--- src/rtl/riscv_mem_arbiter_pkg.sv ---
// riscv_mem_pkg: shared types and constants for the unified-memory arbiter.
//   state_e : arbiter FSM states (ST_IDLE, ST_BUSY)
//   owner_e : which requester owns the memory (OWN_IF, OWN_LSU)
//   ADDR_W_DEF / DATA_W_DEF : default bus widths
//   CMD_* : default bus command values
package riscv_mem_pkg;

    localparam int unsigned ADDR_W_DEF = 32;
    localparam int unsigned DATA_W_DEF = 32;

    typedef enum logic {
        ST_IDLE,
        ST_BUSY
    } state_e;

    typedef enum logic {
        OWN_IF,
        OWN_LSU
    } owner_e;

    // Fetch is read-only: its memory commands are always full-word loads.
    localparam logic CMD_IF_WE   = 1'b0;
    localparam logic CMD_IDLE_WE = 1'b0;

endpackage

--- src/rtl/riscv_mem_arbiter_if.sv ---
// riscv_mem_arbiter_if: bundles the fetch port, LSU port and memory port of
// the arbiter.
//   slave  modport : arbiter side (takes if_/lsu_ requests and mem_ack/rdata,
//                    drives gnt/rvalid/rdata/err and the mem_* command)
//   master modport : environment side (requesters + memory)
// Signals: if_req/if_addr -> if_gnt/if_rvalid/if_rdata/if_err
//          lsu_req/we/be/addr/wdata -> lsu_gnt/rvalid/rdata/err
//          mem_req/we/be/addr/wdata -> mem_ack/mem_rdata
interface riscv_mem_arbiter_if #(
    parameter int unsigned ADDR_W = 32,
    parameter int unsigned DATA_W = 32
);
    logic                  if_req;
    logic [ADDR_W-1:0]     if_addr;
    logic                  if_gnt;
    logic                  if_rvalid;
    logic [DATA_W-1:0]     if_rdata;
    logic                  if_err;

    logic                  lsu_req;
    logic                  lsu_we;
    logic [DATA_W/8-1:0]   lsu_be;
    logic [ADDR_W-1:0]     lsu_addr;
    logic [DATA_W-1:0]     lsu_wdata;
    logic                  lsu_gnt;
    logic                  lsu_rvalid;
    logic [DATA_W-1:0]     lsu_rdata;
    logic                  lsu_err;

    logic                  mem_req;
    logic                  mem_we;
    logic [DATA_W/8-1:0]   mem_be;
    logic [ADDR_W-1:0]     mem_addr;
    logic [DATA_W-1:0]     mem_wdata;
    logic                  mem_ack;
    logic [DATA_W-1:0]     mem_rdata;

    modport slave (
        input  if_req, if_addr,
        output if_gnt, if_rvalid, if_rdata, if_err,
        input  lsu_req, lsu_we, lsu_be, lsu_addr, lsu_wdata,
        output lsu_gnt, lsu_rvalid, lsu_rdata, lsu_err,
        output mem_req, mem_we, mem_be, mem_addr, mem_wdata,
        input  mem_ack, mem_rdata
    );

    modport master (
        output if_req, if_addr,
        input  if_gnt, if_rvalid, if_rdata, if_err,
        output lsu_req, lsu_we, lsu_be, lsu_addr, lsu_wdata,
        input  lsu_gnt, lsu_rvalid, lsu_rdata, lsu_err,
        input  mem_req, mem_we, mem_be, mem_addr, mem_wdata,
        output mem_ack, mem_rdata
    );
endinterface

--- src/rtl/riscv_mem_arbiter_pick.sv ---
// mem_arb_pick: combinational winner select for the memory arbiter.
// Ports:
//   if_req, lsu_req : pending requests
//   last_owner      : requester granted most recently
//   winner          : selected owner (OWN_IF when nothing is pending)
// Build option: ARB_RR_EN selects round-robin on conflicts; otherwise LSU
// always has priority over IF.
module mem_arb_pick
    import riscv_mem_pkg::*;
(
    input  logic   if_req,
    input  logic   lsu_req,
    input  owner_e last_owner,
    output owner_e winner
);

`ifdef ARB_RR_EN
    always_comb begin
        winner = OWN_IF;
        if (if_req && lsu_req) begin
            // Conflict: whoever was not granted last goes first.
            winner = (last_owner == OWN_IF) ? OWN_LSU : OWN_IF;
        end else if (lsu_req) begin
            winner = OWN_LSU;
        end
    end
`else
    // Fixed priority only needs lsu_req; the other inputs are kept so both
    // builds share one port list.
    logic w_unused_pick;
    assign w_unused_pick = if_req ^ (last_owner == OWN_LSU);

    always_comb begin
        winner = OWN_IF;
        if (lsu_req) begin
            winner = OWN_LSU;
        end
    end
`endif

endmodule

--- src/rtl/riscv_mem_arbiter.sv ---
// riscv_mem_arbiter: shares one single-port memory between instruction fetch
// (read-only) and the load/store unit. One transaction outstanding at a time,
// variable memory latency via mem_ack, watchdog abort after TIMEOUT_CYC busy
// cycles (0 disables it).
// Ports:
//   clk   : rising-edge clock
//   reset : synchronous, active-high
//   bus   : riscv_mem_arbiter_if.slave (fetch, LSU and memory ports)
// Build option: ARB_RR_EN (round-robin arbitration, see mem_arb_pick).
module riscv_mem_arbiter
    import riscv_mem_pkg::*;
#(
    parameter int unsigned ADDR_W      = ADDR_W_DEF,
    parameter int unsigned DATA_W      = DATA_W_DEF,
    parameter int unsigned TIMEOUT_CYC = 255
) (
    input  logic               clk,
    input  logic               reset,
    riscv_mem_arbiter_if.slave bus
);

    localparam int unsigned BE_W  = DATA_W / 8;
    localparam int unsigned CNT_W = (TIMEOUT_CYC > 0) ? $clog2(TIMEOUT_CYC + 1) : 1;
    localparam logic [CNT_W-1:0] TO_VAL = CNT_W'(TIMEOUT_CYC);

    state_e              r_state,      w_state;
    owner_e              r_owner,      w_owner;
    owner_e              r_last_owner, w_last_owner;
    logic [CNT_W-1:0]    r_cnt,        w_cnt;
    logic                r_mem_req,    w_mem_req;
    logic                r_mem_we,     w_mem_we;
    logic [BE_W-1:0]     r_mem_be,     w_mem_be;
    logic [ADDR_W-1:0]   r_mem_addr,   w_mem_addr;
    logic [DATA_W-1:0]   r_mem_wdata,  w_mem_wdata;
    logic                r_if_gnt,     w_if_gnt;
    logic                r_if_rvalid,  w_if_rvalid;
    logic [DATA_W-1:0]   r_if_rdata,   w_if_rdata;
    logic                r_if_err,     w_if_err;
    logic                r_lsu_gnt,    w_lsu_gnt;
    logic                r_lsu_rvalid, w_lsu_rvalid;
    logic [DATA_W-1:0]   r_lsu_rdata,  w_lsu_rdata;
    logic                r_lsu_err,    w_lsu_err;

    owner_e              w_pick;
    logic                w_done;
    logic [DATA_W-1:0]   w_rsp_data;
    logic                w_rsp_err;

    mem_arb_pick u_pick (
        .if_req     (bus.if_req),
        .lsu_req    (bus.lsu_req),
        .last_owner (r_last_owner),
        .winner     (w_pick)
    );

    always_ff @(posedge clk) begin
        if (reset) begin
            r_state      <= ST_IDLE;
            r_owner      <= OWN_IF;
            r_last_owner <= OWN_IF;
            r_cnt        <= '0;
            r_mem_req    <= 1'b0;
            r_mem_we     <= 1'b0;
            r_mem_be     <= '0;
            r_mem_addr   <= '0;
            r_mem_wdata  <= '0;
            r_if_gnt     <= 1'b0;
            r_if_rvalid  <= 1'b0;
            r_if_rdata   <= '0;
            r_if_err     <= 1'b0;
            r_lsu_gnt    <= 1'b0;
            r_lsu_rvalid <= 1'b0;
            r_lsu_rdata  <= '0;
            r_lsu_err    <= 1'b0;
        end else begin
            r_state      <= w_state;
            r_owner      <= w_owner;
            r_last_owner <= w_last_owner;
            r_cnt        <= w_cnt;
            r_mem_req    <= w_mem_req;
            r_mem_we     <= w_mem_we;
            r_mem_be     <= w_mem_be;
            r_mem_addr   <= w_mem_addr;
            r_mem_wdata  <= w_mem_wdata;
            r_if_gnt     <= w_if_gnt;
            r_if_rvalid  <= w_if_rvalid;
            r_if_rdata   <= w_if_rdata;
            r_if_err     <= w_if_err;
            r_lsu_gnt    <= w_lsu_gnt;
            r_lsu_rvalid <= w_lsu_rvalid;
            r_lsu_rdata  <= w_lsu_rdata;
            r_lsu_err    <= w_lsu_err;
        end
    end

    always_comb begin
        w_state      = r_state;
        w_owner      = r_owner;
        w_last_owner = r_last_owner;
        w_cnt        = r_cnt;
        w_mem_req    = r_mem_req;
        w_mem_we     = r_mem_we;
        w_mem_be     = r_mem_be;
        w_mem_addr   = r_mem_addr;
        w_mem_wdata  = r_mem_wdata;
        w_if_gnt     = 1'b0;
        w_if_rvalid  = 1'b0;
        w_if_rdata   = r_if_rdata;
        w_if_err     = 1'b0;
        w_lsu_gnt    = 1'b0;
        w_lsu_rvalid = 1'b0;
        w_lsu_rdata  = r_lsu_rdata;
        w_lsu_err    = 1'b0;
        w_done       = 1'b0;
        w_rsp_data   = '0;
        w_rsp_err    = 1'b0;

        case (r_state)
            ST_IDLE: begin
                if (bus.if_req || bus.lsu_req) begin
                    w_state      = ST_BUSY;
                    w_owner      = w_pick;
                    w_last_owner = w_pick;
                    // Counts the first BUSY cycle, so the abort lands on
                    // BUSY cycle number TIMEOUT_CYC.
                    w_cnt        = CNT_W'(1);
                    w_mem_req    = 1'b1;
                    if (w_pick == OWN_LSU) begin
                        w_mem_we    = bus.lsu_we;
                        w_mem_be    = bus.lsu_be;
                        w_mem_addr  = bus.lsu_addr;
                        w_mem_wdata = bus.lsu_wdata;
                        w_lsu_gnt   = 1'b1;
                    end else begin
                        w_mem_we    = CMD_IF_WE;
                        w_mem_be    = '1;
                        w_mem_addr  = bus.if_addr;
                        w_mem_wdata = '0;
                        w_if_gnt    = 1'b1;
                    end
                end
            end
            ST_BUSY: begin
                // An ack on the timeout edge wins over the abort.
                if (bus.mem_ack) begin
                    w_done     = 1'b1;
                    w_rsp_data = bus.mem_rdata;
                end else if ((TIMEOUT_CYC != 0) && (r_cnt == TO_VAL)) begin
                    w_done     = 1'b1;
                    w_rsp_err  = 1'b1;
                end else begin
                    w_cnt = r_cnt + 1'b1;
                end
            end
            default: w_state = ST_IDLE;
        endcase

        if (w_done) begin
            w_state     = ST_IDLE;
            w_mem_req   = 1'b0;
            w_mem_we    = CMD_IDLE_WE;
            w_mem_be    = '0;
            w_mem_addr  = '0;
            w_mem_wdata = '0;
            if (r_owner == OWN_LSU) begin
                w_lsu_rvalid = 1'b1;
                w_lsu_rdata  = w_rsp_data;
                w_lsu_err    = w_rsp_err;
            end else begin
                w_if_rvalid = 1'b1;
                w_if_rdata  = w_rsp_data;
                w_if_err    = w_rsp_err;
            end
        end
    end

    assign bus.mem_req    = r_mem_req;
    assign bus.mem_we     = r_mem_we;
    assign bus.mem_be     = r_mem_be;
    assign bus.mem_addr   = r_mem_addr;
    assign bus.mem_wdata  = r_mem_wdata;
    assign bus.if_gnt     = r_if_gnt;
    assign bus.if_rvalid  = r_if_rvalid;
    assign bus.if_rdata   = r_if_rdata;
    assign bus.if_err     = r_if_err;
    assign bus.lsu_gnt    = r_lsu_gnt;
    assign bus.lsu_rvalid = r_lsu_rvalid;
    assign bus.lsu_rdata  = r_lsu_rdata;
    assign bus.lsu_err    = r_lsu_err;

endmodule
--- src/flat_wrapper.sv ---
// flat-port wrapper written by rule: the top's interface ports become plain ports
module riscv_mem_arbiter_flat import riscv_mem_pkg::*;
#(
    parameter int unsigned ADDR_W      = ADDR_W_DEF,
    parameter int unsigned DATA_W      = DATA_W_DEF,
    parameter int unsigned TIMEOUT_CYC = 255
)
  (clk, reset, bus_if_req, bus_if_addr, bus_if_gnt, bus_if_rvalid, bus_if_rdata, bus_if_err, bus_lsu_req, bus_lsu_we, bus_lsu_be, bus_lsu_addr, bus_lsu_wdata, bus_lsu_gnt, bus_lsu_rvalid, bus_lsu_rdata, bus_lsu_err, bus_mem_req, bus_mem_we, bus_mem_be, bus_mem_addr, bus_mem_wdata, bus_mem_ack, bus_mem_rdata);
  riscv_mem_arbiter_if #(.ADDR_W(ADDR_W), .DATA_W(DATA_W)) bus_i ();
  input  logic clk;
  input  logic reset;
  input wire logic [$bits(bus_i.if_req)-1:0] bus_if_req;
  input wire logic [$bits(bus_i.if_addr)-1:0] bus_if_addr;
  output wire logic [$bits(bus_i.if_gnt)-1:0] bus_if_gnt;
  output wire logic [$bits(bus_i.if_rvalid)-1:0] bus_if_rvalid;
  output wire logic [$bits(bus_i.if_rdata)-1:0] bus_if_rdata;
  output wire logic [$bits(bus_i.if_err)-1:0] bus_if_err;
  input wire logic [$bits(bus_i.lsu_req)-1:0] bus_lsu_req;
  input wire logic [$bits(bus_i.lsu_we)-1:0] bus_lsu_we;
  input wire logic [$bits(bus_i.lsu_be)-1:0] bus_lsu_be;
  input wire logic [$bits(bus_i.lsu_addr)-1:0] bus_lsu_addr;
  input wire logic [$bits(bus_i.lsu_wdata)-1:0] bus_lsu_wdata;
  output wire logic [$bits(bus_i.lsu_gnt)-1:0] bus_lsu_gnt;
  output wire logic [$bits(bus_i.lsu_rvalid)-1:0] bus_lsu_rvalid;
  output wire logic [$bits(bus_i.lsu_rdata)-1:0] bus_lsu_rdata;
  output wire logic [$bits(bus_i.lsu_err)-1:0] bus_lsu_err;
  output wire logic [$bits(bus_i.mem_req)-1:0] bus_mem_req;
  output wire logic [$bits(bus_i.mem_we)-1:0] bus_mem_we;
  output wire logic [$bits(bus_i.mem_be)-1:0] bus_mem_be;
  output wire logic [$bits(bus_i.mem_addr)-1:0] bus_mem_addr;
  output wire logic [$bits(bus_i.mem_wdata)-1:0] bus_mem_wdata;
  input wire logic [$bits(bus_i.mem_ack)-1:0] bus_mem_ack;
  input wire logic [$bits(bus_i.mem_rdata)-1:0] bus_mem_rdata;
  assign bus_i.if_req = bus_if_req;
  assign bus_i.if_addr = bus_if_addr;
  assign bus_if_gnt = bus_i.if_gnt;
  assign bus_if_rvalid = bus_i.if_rvalid;
  assign bus_if_rdata = bus_i.if_rdata;
  assign bus_if_err = bus_i.if_err;
  assign bus_i.lsu_req = bus_lsu_req;
  assign bus_i.lsu_we = bus_lsu_we;
  assign bus_i.lsu_be = bus_lsu_be;
  assign bus_i.lsu_addr = bus_lsu_addr;
  assign bus_i.lsu_wdata = bus_lsu_wdata;
  assign bus_lsu_gnt = bus_i.lsu_gnt;
  assign bus_lsu_rvalid = bus_i.lsu_rvalid;
  assign bus_lsu_rdata = bus_i.lsu_rdata;
  assign bus_lsu_err = bus_i.lsu_err;
  assign bus_mem_req = bus_i.mem_req;
  assign bus_mem_we = bus_i.mem_we;
  assign bus_mem_be = bus_i.mem_be;
  assign bus_mem_addr = bus_i.mem_addr;
  assign bus_mem_wdata = bus_i.mem_wdata;
  assign bus_i.mem_ack = bus_mem_ack;
  assign bus_i.mem_rdata = bus_mem_rdata;
  riscv_mem_arbiter #(.ADDR_W(ADDR_W), .DATA_W(DATA_W), .TIMEOUT_CYC(TIMEOUT_CYC)) u_core (.clk(clk), .reset(reset), .bus(bus_i));
endmodule
--- config.mk ---
export PLATFORM = sky130hd
export DESIGN_NAME = riscv_mem_arbiter_flat
export DESIGN_NICKNAME = d
export VERILOG_FILES = /design/src/rtl/riscv_mem_arbiter_pkg.sv /design/src/rtl/riscv_mem_arbiter_if.sv /design/src/rtl/riscv_mem_arbiter_pick.sv /design/src/rtl/riscv_mem_arbiter.sv /design/src/flat_wrapper.sv
export SDC_FILE = /design/constraint.sdc
export NUM_CORES = 1
export LEC_CHECK = 0
export BUFFER_PORTS_ARGS = -buffer_cell sky130_fd_sc_hd__buf_2
export CORE_MARGIN = 1
export CORE_UTILIZATION = 45
export DETAILED_ROUTE_END_ITERATION = 6
export PLACE_DENSITY = 0.81
export SLEW_MARGIN = 0
export SYNTH_ARGS = -nofsm -noshare
export SYNTH_HDL_FRONTEND = slang
export SYNTH_SLANG_ARGS = --single-unit
--- constraint.sdc ---
create_clock -name clk -period 3.65 [get_ports clk]
set_input_delay 0.365 -clock clk [delete_from_list [all_inputs] [get_ports clk]]
set_output_delay 0.365 -clock clk [all_outputs]
set_load 0.01 [all_outputs]
# Yosys cells after proc, flatten, opt, wreduce, memory -nomap -nowiden

Index checks and enable logic that the tools add are counted.

Register bits after elaboration: 150
Bits of input ports: 138
Output and inout bits: 140
Word-level logic and storage cells: 57

Add/sub/neg operators: 1
Eq/ne operators: 4
Mux-type cells: 22
Bitwise gates (word level): 4
Reductions and logical operators: 10

Operator list:

| cell                                           | count |
|---|---|
| 2-to-1 mux 32 bit                              | 4 |
| 2-to-1 mux 8 bit                               | 3 |
| case mux 8 bit (2 select lines)                | 1 |
| 2-to-1 mux 1 bit                               | 13 |
| OR reduction 3 bit                             | 3 |
| adder 8 x 1 -> 8 bit (second input constant)   | 1 |
| equality test 8 bit (second input constant)    | 1 |
| AND reduction 2 bit                            | 3 |
| 2-to-1 mux 4 bit                               | 1 |
| != test 2 bit (second input constant)          | 2 |
| NOT 1 bit                                      | 4 |
| OR reduction 2 bit                             | 2 |
| AND reduction 3 bit                            | 1 |
| != test 2 x 1 -> 1 bit (second input constant) | 1 |
| logical OR 1 bit                               | 1 |

# Depth between registers and ports, before layout

Depth in word-level cells: 6
Gate-level depth with buffers: 7
Mapped depth without buffers: 5

# By module

Synthesis repeated with hierarchy kept, for this count alone.

Cell total of the unflattened synthesis: 543
Area, all modules: 5445.2 um2

By module, submodules not included:

| module            | times used | cells an instance | area each (um2) | sequential area each (um2) |
|---|---|---|---|---|
| riscv_mem_arbiter | 1          | 542               | 5437.7          | 3002.9 |
| mem_arb_pick      | 1          | 1                 | 7.5             | 0.0 |

# Worst setup path before layout

OpenSTA, ideal clock, no wires.

Path type: register to register
Start: reg u_core.r_cnt[0]
End: reg u_core.r_cnt[6]
Library setup time: 69 ps
Arrival time: 1508 ps
Data required time: 3581 ps
Path slack: 2074 ps
Cell stages (with the launch flop): 6
Path buffers: 0
Clock period less this slack: 1576 ps
Cell sequence: dfxtp_1 > ha_1 > nand3_2 > or3_1 > or4_1 > o21ai_1

Cells in the longest elaborated chain, start to end: 4
Elaborated cells on any way between the ends: 7
Those cells by class: add/sub (1); eq/ne (2); mux (3); reduce/logical (1)

Ends and longest elaborated chain:

| item                            | RTL line                 | source |
|---|---|---|
| start, declared                 | riscv_mem_arbiter.sv:29  | `logic [CNT_W-1:0] r_cnt, w_cnt;` |
| start signal, assigned          | riscv_mem_arbiter.sv:79  | `r_cnt <= w_cnt;` |
| adder 8 x 1 -> 8 bit            | riscv_mem_arbiter.sv:152 | `w_cnt = r_cnt + 1'b1;` |
| 2-to-1 mux 8 bit                | riscv_mem_arbiter.sv:148 | `end else if ((TIMEOUT_CYC != 0) && (r_cnt == TO_VAL)) begin` |
| 2-to-1 mux 8 bit                | riscv_mem_arbiter.sv:145 | `if (bus.mem_ack) begin` |
| case mux 8 bit (2 select lines) | riscv_mem_arbiter.sv:118 | `case (r_state)` |

Parallel ways exist; a longest one is shown, timed or not. The select of a mux whose other input is x is not followed.
A chain may end at the register's enable or synchronous reset.

# Final worst setup path

Start: reg u_core.r_state
End: reg u_core.r_mem_be[2], in the netlist u_core.bus.mem_be[2]

Cells in the longest elaborated chain, start to end: 2
Elaborated cells on any way between the ends: 4
Those cells by class: mux (1); bitwise (1); reduce/logical (2)

Ends and longest elaborated chain:

| item                                                                       | RTL line                | source |
|---|---|---|
| start, declared                                                            | riscv_mem_arbiter.sv:26 | `state_e r_state, w_state;` |
| start signal, assigned                                                     | riscv_mem_arbiter.sv:76 | `r_state <= w_state;` |
| 2-to-1 mux 1 bit / NOT 1 bit (equally long branches)                       | -                       |  |
| OR reduction 2 bit (no line) / AND reduction 2 bit (equally long branches) | -                       |  |
| end signal, assigned                                                       | riscv_mem_arbiter.sv:82 | `r_mem_be <= w_mem_be;` |
| end, declared                                                              | riscv_mem_arbiter.sv:32 | `logic [BE_W-1:0] r_mem_be, w_mem_be;` |

Parallel ways exist; a longest one is shown, timed or not.

==> flow_summary.toml <==
[outcome]
run_status = "complete, but fails checks"
violations = "design-rule violations"

[floorplanning]
fp.dieW_microns = 111.9
die_h_microns = 111.9
design.portCount = 278
area_of_the_die_sq_um = 12530
coreArea_sq_um = 11610
rows = 39
initial_core_util_pct = 46.82

[placement]
placement.io_buffers = 277
gp_routability_congestion = 0.8112
place_area_sq_um = 6854
detailed_place_hpwl_microns = 10570

[worst_setup_path]
cp.arrival_ns = 2.78
crit_chain = "nand2_1 > a21boi_2 > nand2b_2 > buf_4 > nor3_1"
r2r_setup_slack_ns = 1.15
crit_buf_inv = 1
stages_on_worst_setup_path = 5
r2r_end = "u_core.bus.mem_be[2]$_SDFFE_PP0P_"
setup.worst_path.end_class = "flop"
cp_max_fo = 44
slowest_cell_delay_on_critical_path_ns = 0.75
cpLargestDelayFamily = "simple AND/OR/NAND/NOR gates"
worst_path_max_delay_cell = "sky130_fd_sc_hd__dfxtp_1"
worstReg2RegStart = "u_core.r_state$_SDFF_PP0_"
timing.reg2reg.worst_path_depth = 5
worst_setup_path_type = "reg -> reg"
worstPathRequired_ns = 3.93
type_of_element_launching_the_critical_path = "flop"
crit_path_end = "u_core.bus.mem_be[2]$_SDFFE_PP0P_"
crit_path_start = "u_core.r_state$_SDFF_PP0_"

[synthesis]
synth.top_cells.by_area = "sky130_fd_sc_hd__dfxtp_1 (55%), sky130_fd_sc_hd__a22o_1 (10%), sky130_fd_sc_hd__mux2i_1 (5.9%)"
synthesis.area_sq_um = 5438
syn_area_per_cell_sq_um = 10.11
instance_count_of_the_mapped_netlist = 538
syn-num-nets = 677
synth.distinct_cells = 34
synth-seq-area-share_pct = 55.22
yosys.area.top_type = "sky130_fd_sc_hd__dfxtp_1"
synth.ff_latch_count = 150
yosys_top_cell_area_share_pct = 55.22
synth-warning-count = 0

[timing]
final_period_minus_worst_setup_slack_ns = 2.499
fin_skew_ns = 0.01149
post-route-period-util_pct = 68.47
timing.fmax_ghz = 0.4001
whs_ns = 0.1753
timing_hold_violations_final = 0
slew_viol_final = 0
worst_pin_slew_ns = 0.8473
rsz0062_at_grt = "no"
timing.setup.tns_ns = 0
timing.final.setup_violations = 0
relSlewSlack_pct = 43.52

[finish]
num-nets-final = 934
syn2layout_area_growth_pct = 37.64
antenna_cells = 0
finish.instance_area_sq_um = 7485
drive_above_1_share_pct = 40.72

[clock_tree]
post_cts.repair.setup_buffers = 0
clock-root-buffer = "sky130_fd_sc_hd__clkbuf_16"
cts_hold_repair.buffers = 0
numCtsBuffers = 17
cts-htree-levels = 4
clkLatencyLatePin_ns = 0.42
path_clk_slew_ns = 0.06
clock_tree.buffer_depth = 2
cts_sinks = 150
cts_tree = "done"
ctsResizeCount = 0

[power_and_ir_drop]
leakagePower_nw = 3.588
power.density_nw_per_um2 = 539.6
worst_ir_drop_vdd_mv = 0.3130

[grt]
grt_overflow = 0
grt_first_pass_wirelength_microns = 23820
antenna_violations_before_repair = 0
grt_max_degree = 82
grt.total_usage_pct = 23.93
first_global_vias = 4826

[job]
max-cap-violations = 0

[hold_path]
hp-class = "in -> reg"

[drt]
route.detailed.drc = 20
drt-initial-drc-count = 368
via_per_inst = 5.361
final_antenna_net_count = 0
vias = 5098
drt_first_pass_iters = 7
detail_route.wl_per_cell_microns = 15.52
wl_microns = 14760
## how the worst min path moves through the flow
stage	endpoint	start	cells past startpoint
6_report	u_core.bus.if_rdata[4]$_SDFFE_PP0P_	bus_mem_rdata[4]	2
5_1_grt	u_core.bus.if_rdata[23]$_SDFFE_PP0P_	bus_mem_rdata[23]	2
3_3_place_gp	u_core.bus.mem_wdata[19]$_SDFFE_PP0P_	u_core.bus.mem_wdata[19]$_SDFFE_PP0P_	2
2_1_floorplan	u_core.bus.if_err$_SDFF_PP0_	bus_mem_ack	1
4_1_cts	u_core.bus.if_rdata[27]$_SDFFE_PP0P_	bus_mem_rdata[27]	2
3_5_place_dp	u_core.bus.mem_wdata[23]$_SDFFE_PP0P_	u_core.bus.mem_wdata[23]$_SDFFE_PP0P_	2
## cell usage in the layout (no fill, tap or decap), types with 2 or more instances in the layout
master                      instances
sky130_fd_sc_hd__and4_2             2
sky130_fd_sc_hd__nand2_1           38
sky130_fd_sc_hd__nor3b_1            5
sky130_fd_sc_hd__or4_1              5
sky130_fd_sc_hd__o21ai_0            4
sky130_fd_sc_hd__a21oi_1           36
sky130_fd_sc_hd__o21ai_1            3
sky130_fd_sc_hd__clkbuf_16         17
sky130_fd_sc_hd__nor2_1            40
sky130_fd_sc_hd__dfxtp_1          150
sky130_fd_sc_hd__mux2i_1           32
sky130_fd_sc_hd__buf_4              7
sky130_fd_sc_hd__nand4_1            3
sky130_fd_sc_hd__bufinv_16          3
sky130_fd_sc_hd__nor3_2             2
sky130_fd_sc_hd__buf_2            277
sky130_fd_sc_hd__a21oi_2            2
sky130_fd_sc_hd__o31ai_1            2
sky130_fd_sc_hd__nand2b_1           4
sky130_fd_sc_hd__nand3_1           34
sky130_fd_sc_hd__nor3_1            10
sky130_fd_sc_hd__a22o_1            64
sky130_fd_sc_hd__inv_1              4
sky130_fd_sc_hd__inv_6              4
sky130_fd_sc_hd__clkinv_4           4
sky130_fd_sc_hd__a211oi_1          37
sky130_fd_sc_hd__or3_1              2
sky130_fd_sc_hd__clkbuf_8           3
## cells by family after synthesis
family                     after synthesis  share of synthesized area [%]
buffers and inverters                   51                          4.809
and+or+nand+nor                        152                          13.37
adders and majority gates                1                         0.2301
DFF                                    150                          55.22
AOI/OAI and AO/OA                      152                          20.48
muxes                                   32                          5.891
## metrics by stage
stage / utilization, % / std cells / total power, W / setup WS, ns
6_report: 64.45 / 951 / 0.004039 / 1.151
5_1_grt: 64.45 / 951 / 0.004206 / 0.9867
4_1_cts: 64.45 / 951 / 0.004073 / 1.183
3_5_place_dp: 59.02 / 919 / 0.002253 / 1.195
3_3_place_gp: 59.02 / 919 / 0.002237 / 1.359
2_1_floorplan: - / 538 / 0.002051 / 2.074
## registers in the layout, indices dropped and copies added (netlist names), 4 cells and up
register and cells:
u_core.bus.if_rdata 32, u_core.bus.lsu_rdata 32, u_core.bus.mem_addr 32, u_core.bus.mem_wdata 32
u_core.r_cnt 8, u_core.bus.mem_be 4
## layout make-up
class | instances | area, sq um
well taps | 143 | 178.9
clock buffers | 21 | 470.5
fillers | 918 | 4129
flip-flops and latches | 150 | 3003
clock inverters | 11 | 160.2
multi-input cells | 337 | 2198
inverters | 4 | 15.01
repair buffers | 285 | 1459
## report_power, final
group,internal (W),switching [W]
Sequential,0.00172,0.0000492
Combinational,0.000194,0.000257
Clock,0.00114,0.000675
## Yosys cell counts
master and instances:
sky130_fd_sc_hd__dfxtp_1 150, sky130_fd_sc_hd__a22o_1 64, sky130_fd_sc_hd__nor2_1 42, sky130_fd_sc_hd__nand2_1 38
sky130_fd_sc_hd__a211oi_1 37, sky130_fd_sc_hd__a21oi_1 37, sky130_fd_sc_hd__nand3_1 34, sky130_fd_sc_hd__mux2i_1 32
sky130_fd_sc_hd__buf_2 20, sky130_fd_sc_hd__clkbuf_1 17, sky130_fd_sc_hd__nor3_1 11, sky130_fd_sc_hd__nand2b_1 5
sky130_fd_sc_hd__nor3b_1 5, sky130_fd_sc_hd__or4_1 5, sky130_fd_sc_hd__buf_4 4, sky130_fd_sc_hd__buf_6 4
sky130_fd_sc_hd__inv_1 4, sky130_fd_sc_hd__o21ai_0 4, sky130_fd_sc_hd__o21ai_1 4, sky130_fd_sc_hd__nand4_1 3
sky130_fd_sc_hd__and4_2 2, sky130_fd_sc_hd__buf_1 2, sky130_fd_sc_hd__o31ai_1 2, sky130_fd_sc_hd__or3_1 2
sky130_fd_sc_hd__a21boi_0 1, sky130_fd_sc_hd__a21boi_2 1, sky130_fd_sc_hd__a21oi_2 1, sky130_fd_sc_hd__and4_4 1
sky130_fd_sc_hd__ha_1 1, sky130_fd_sc_hd__nand3_2 1, sky130_fd_sc_hd__nor2b_1 1, sky130_fd_sc_hd__nor3_2 1
sky130_fd_sc_hd__nor4_1 1, sky130_fd_sc_hd__o21bai_1 1
## per-layer routing
metal	vias to the layer above	routed length [microns]	GRT usage, %
li1	2488	-	-
met1	2325	5609	26.44
met2	254	7483	41.70
met3	31	1266	7.186
met4	0	397	11.89
met5	-	0	0
No activity file was read; power rests on OpenSTA's default activity.
